[config.mk]
export PLATFORM = sky130hd
export DESIGN_NAME = seq_mod_divider
export DESIGN_NICKNAME = d
export VERILOG_FILES = /design/src/rtl/alu_pkg.sv /design/src/rtl/trial_subtractor.sv /design/src/rtl/seq_mod_divider.sv
export SDC_FILE = /design/constraint.sdc
export NUM_CORES = 1
export LEC_CHECK = 0
export ABC_CLOCK_PERIOD_IN_PS = 8600
export CAP_MARGIN = 5
export CORE_MARGIN = 10
export CORE_UTILIZATION = 25
export DETAILED_ROUTE_END_ITERATION = 8
export PLACE_DENSITY = 0.5
export SYNTH_ARGS = -nofsm -noshare
export SYNTH_HDL_FRONTEND = slang
export SYNTH_SLANG_ARGS = --single-unit
[constraint.sdc]
create_clock -name clk -period 8.6 [get_ports clk]
set_input_delay 1.72 -clock clk [delete_from_list [all_inputs] [get_ports clk]]
set_output_delay 1.72 -clock clk [all_outputs]
set_load 0.03 [all_outputs]
[src/rtl/alu_pkg.sv]
// Shared definitions for the EX-stage divider: FSM state encoding and
// counter sizing helpers.
package alu_pkg;

  typedef enum logic [1:0] {
    IDLE = 2'd0,
    CALC = 2'd1,
    DONE = 2'd2
  } div_state_t;

  localparam int DIV_WIDTH = 32;

  function automatic int count_width(input int n);
    return (n > 1) ? $clog2(n) : 1;
  endfunction

  localparam int CNT_W = count_width(DIV_WIDTH);

endpackage

[src/rtl/trial_subtractor.sv]
// Combinational trial subtraction for restoring division, done as an add of
// the inverted zero-extended divisor with carry-in 1 (same scheme as ALU SUB).
module trial_subtractor #(
  parameter int N = 32
) (
  input  logic [N:0]   minuend,
  input  logic [N-1:0] divisor,
  output logic [N:0]   difference,
  output logic         no_borrow
);

  logic [N+1:0] sum;

  // Carry out of the (N+1)-bit add is the "no borrow" indication
  assign sum        = {1'b0, minuend} + {1'b0, ~{1'b0, divisor}} + {{(N+1){1'b0}}, 1'b1};
  assign difference = sum[N:0];
  assign no_borrow  = sum[N+1];

endmodule

[src/rtl/seq_mod_divider.sv]
// Multi-cycle restoring divider, one quotient bit per clock; the quotient is
// shifted into the dividend register as the dividend bits are consumed.
module seq_mod_divider
  import alu_pkg::*;
#(
  parameter int N = DIV_WIDTH
) (
  input  logic         clk,
  input  logic         rst,
  input  logic         start,
  input  logic [N-1:0] dividend,
  input  logic [N-1:0] divisor,
  output logic         busy,
  output logic         done,
  output logic [N-1:0] quotient,
  output logic [N-1:0] remainder,
  output logic         div_by_zero
);

  localparam int CW = count_width(N);

  div_state_t   state;
  logic [CW-1:0] count;
  logic [N:0]   rem;
  logic [N-1:0] dq;
  logic [N-1:0] dsr;

  logic [N:0]   shifted;
  logic [N:0]   diff;
  logic         no_borrow;
  logic [N:0]   rem_next;
  logic [N-1:0] dq_next;
  logic         unused_rem_msb;

  // rem stays below the divisor, so its top bit is always shifted out as zero
  assign shifted        = {rem[N-1:0], dq[N-1]};
  assign unused_rem_msb = rem[N];

  trial_subtractor #(.N(N)) u_trial (
    .minuend    (shifted),
    .divisor    (dsr),
    .difference (diff),
    .no_borrow  (no_borrow)
  );

  assign rem_next = no_borrow ? diff : shifted;
  assign dq_next  = {dq[N-2:0], no_borrow};

  // Control FSM, iteration datapath and registered result outputs
  always_ff @(posedge clk or posedge rst) begin
    if (rst) begin
      state       <= IDLE;
      count       <= {CW{1'b0}};
      rem         <= {(N+1){1'b0}};
      dq          <= {N{1'b0}};
      dsr         <= {N{1'b0}};
      busy        <= 1'b0;
      done        <= 1'b0;
      quotient    <= {N{1'b0}};
      remainder   <= {N{1'b0}};
      div_by_zero <= 1'b0;
    end else begin
      case (state)
        IDLE: begin
          done <= 1'b0;
          if (start) begin
            busy <= 1'b1;
            if (divisor != {N{1'b0}}) begin
              div_by_zero <= 1'b0;
              dq          <= dividend;
              dsr         <= divisor;
              rem         <= {(N+1){1'b0}};
              count       <= CW'(N - 1);
              state       <= CALC;
            end else begin
              div_by_zero <= 1'b1;
              quotient    <= {N{1'b1}};
              remainder   <= dividend;
              done        <= 1'b1;
              state       <= DONE;
            end
          end else begin
            busy <= 1'b0;
          end
        end
        CALC: begin
          rem <= rem_next;
          dq  <= dq_next;
          if (count == {CW{1'b0}}) begin
            quotient  <= dq_next;
            remainder <= rem_next[N-1:0];
            done      <= 1'b1;
            state     <= DONE;
          end else begin
            count <= count - CW'(1);
          end
        end
        DONE: begin
          done  <= 1'b0;
          busy  <= 1'b0;
          state <= IDLE;
        end
        default: begin
          done  <= 1'b0;
          busy  <= 1'b0;
          state <= IDLE;
        end
      endcase
    end
  end

endmodule

==> results_dict.tcl <==
set metrics [dict create \
    initial_core_util_pct 25.44 \
    path_cells "clkdlybuf4s50_1 > nor4_1 > nand4_1 > nor2_1 > nand3_1 > a21o_1 > inv_2 > buf_4 > o211ai_1 > o21a_1" \
    drv_cap 0 \
    routedWlPerCell_um 18.23 \
    drt-total-wl_um 28510 \
    die_y_um 210.5 \
    required_ps 8930 \
    rr_startpoint "rem[0]" \
    grtUsageTotal_pct 13.01 \
    via_per_inst 4.823 \
    cts.clk_slew.worst_paths_ps 70 \
    tns_ps 0 \
    cts.root.buffer_cell "clkbuf_16" \
    hp-start "quotient[12]" \
    drtAntennaViolNets 0 \
    cts_setup_buffers 0 \
    grt_use_met2_pct 19.59 \
    area_growth_pct 25.67 \
    cts_sinks 170 \
    slowest_stage "nor4_1" \
    grtUsageMet3_pct 2.493 \
    slew_viol_final 0 \
    cts_buffers 17 \
    place.gp.congestion 0.8137 \
    fillers 3779 \
    start_kind "input port" \
    syn_nets 1083 \
    nets 1192 \
    drt_drc_violations_left 0 \
    most-common-layout-cells "nand2_1 (199), dfrtp_1 (170), clkdlybuf4s50_1 (133)" \
    grt_pass1_wl_um 45080 \
    path_buf_inv 3 \
    async_flop_share_pct 100.0 \
    relSlewSlack_pct 34.55 \
    cp_max_fo 74 \
    dp_hpwl_um 21570 \
    rsz0062_at_grt "false" \
    clk_path_buf_depth 2 \
    final_common_cell "nand2_1" \
    synth_ff_type "dfrtp_1" \
    drive_gt1_share_pct 8.250 \
    worst_r2r_endpoint "remainder[8]" \
    io_pins 134 \
    dr.pass1.iters 5 \
    fp.dieW_um 210.5 \
    reg2regPathDepth 11 \
    cpLargestDelayFamily "simple AND/OR/NAND/NOR gates" \
    whs_endpoint "quotient[12]" \
    gr-total-overflow 0 \
    use_met1_pct 18.05 \
    drt-initial-drc-count 429 \
    die_area_um2 44300 \
    critPathMaxStageDelay_ps 660 \
    num_vias 7543 \
    worst_slew_pin_slew_ps 981.7 \
    tritoncts "yes" \
    max_freq_mhz 217.4 \
    rows 69 \
    regArea_um2 4254 \
    ys_seq_elements 170 \
    yosysSeqAreaShare_pct 46.90 \
    avgSynthCellArea_um2 9.246 \
    grt_pass1_vias 7572 \
    coreArea_um2 35660 \
    netlist_area_um2 9070 \
    synth.distinct_cells 65 \
    status "completed" \
    whs_path_depth 2 \
    syn-instance-count 981 \
    io_buffers 133 \
    htreeDepth 4 \
    final_hold_viol_count 0 \
    period_share_pct 53.48 \
    antenna_found_initial 0 \
    cp-end-kind "register" \
    synth_warnings 0 \
    stdcell_count 1564 \
    fin_crit_ps 4599 \
    cp.arrival_ps 4930 \
    placed_cells 1532 \
    r2r_setup_slack_ps 4930 \
    clock_latency_ps 440 \
    finalSetupViolations 0 \
    finClkSkew_ps 8.740 \
    antenna_cells 0 \
    multi_input_area_um2 4418 \
    grt_max_degree 106 \
    grt.busiest_layer "met2" \
    synth-edff-count 0 \
    holdCritPathClass "reg2reg" \
    path_class "in2reg" \
    holdBufCountCts 0 \
    cts-resized-gates 0 \
]
## synthesized netlist by cell type (all sizes together), types with 2 or more instances
| library cell | count | area share, % |
|---|---|---|
| nand2 | 199 | 8.2 |
| dfrtp | 170 | 47 |
| o21ai | 72 | 4.0 |
| nor2 | 71 | 3.0 |
| a21oi | 49 | 2.7 |
| inv | 46 | 1.9 |
| clkbuf | 42 | 1.8 |
| a31oi | 35 | 2.4 |
| ha | 34 | 4.7 |
| mux2 | 34 | 4.2 |
| a21o | 26 | 2.2 |
| mux2i | 24 | 2.6 |
| xnor2 | 20 | 1.9 |
| o21a | 16 | 1.3 |
| o211ai | 13 | 1.1 |
| buf | 11 | 1.0 |
| nor4 | 11 | 0.76 |
| o22ai | 11 | 0.76 |
| o22a | 10 | 0.97 |
| xor2 | 10 | 0.97 |
| nand3 | 8 | 0.50 |
| nand4 | 7 | 0.48 |
| nand2b | 6 | 0.41 |
| a211oi | 4 | 0.39 |
| nor3 | 4 | 0.22 |
| o221ai | 4 | 0.39 |
| a21boi | 3 | 0.29 |
| and2 | 3 | 0.21 |
| o21bai | 3 | 0.25 |
| o31ai | 3 | 0.25 |
| a221o | 2 | 0.22 |
| a221oi | 2 | 0.19 |
| a31o | 2 | 0.19 |
| nor2b | 2 | 0.14 |
| nor3b | 2 | 0.17 |
| nor4b | 2 | 0.19 |
| o221a | 2 | 0.25 |
| or3 | 2 | 0.14 |
| or4 | 2 | 0.17 |
## worst min-delay path, cell delays in order, from the launching register on
cell	delay [ps]
dfrtp_1	340
nand2_1	50
nand2_1	50
## sequential cells by signal, summed over array words and instances, names as in the netlist
register     cells
done             1
rem             32
remainder       32
dq              32
div_by_zero      1
busy             1
count            5
state            2
dsr             32
quotient        32
## final cells by class
cell class                      instances  share of cell area [%]
Tap cell                              461                   5.060
Clock buffer                           18                   3.853
Timing Repair Buffer                  143                   12.34
Sequential cell                       170                   37.32
Inverter                               46                   1.559
Multi-Input combinational cell        712                   38.76
Clock inverter                         14                   1.109
## routing by layer
layer | wire [um] | share of wire (%) | up-vias
li1 | - | - | 3678
met1 | 14110 | 50 | 3675
met2 | 12640 | 44 | 166
met3 | 1155 | 4.1 | 24
met4 | 594 | 2.1 | 0
met5 | 0 | 0 | -
## per-stage QoR
stage	utilization (%)	hold slack (ps)	worst slack, ps	cell area, um^2
finish	31.97	466.1	4001	11400
global placement	30.38	455.2	3479	10830
global route	31.97	494.3	3755	11400
CTS	31.97	470.8	3902	11400
detailed placement	30.38	455.9	3426	10830
floorplan	-	462.4	2277	9070
## worst max-delay path by stage
stage,startpoint,endpoint,depth (start not counted),slack (ps)
floorplan,rst,busy,1,2280
finish,divisor[0],remainder[3],10,4000
global route,divisor[0],remainder[8],10,3750
detailed placement,divisor[0],remainder[3],10,3430
global placement,divisor[0],remainder[4],10,3480
CTS,divisor[0],remainder[3],10,3900
## kinds of logic after synthesis
kind of cell	share of synthesized area, %
simple gates	14.97
compound gates	18.79
flops	46.90
buf+inv	4.663
mux	6.870
fa+ha+maj	4.911
xor+xnor	2.897
Power is left out: the tool's default activity adds up to more than one toggle a clock period on the data nets, which glitch-free logic cannot reach.
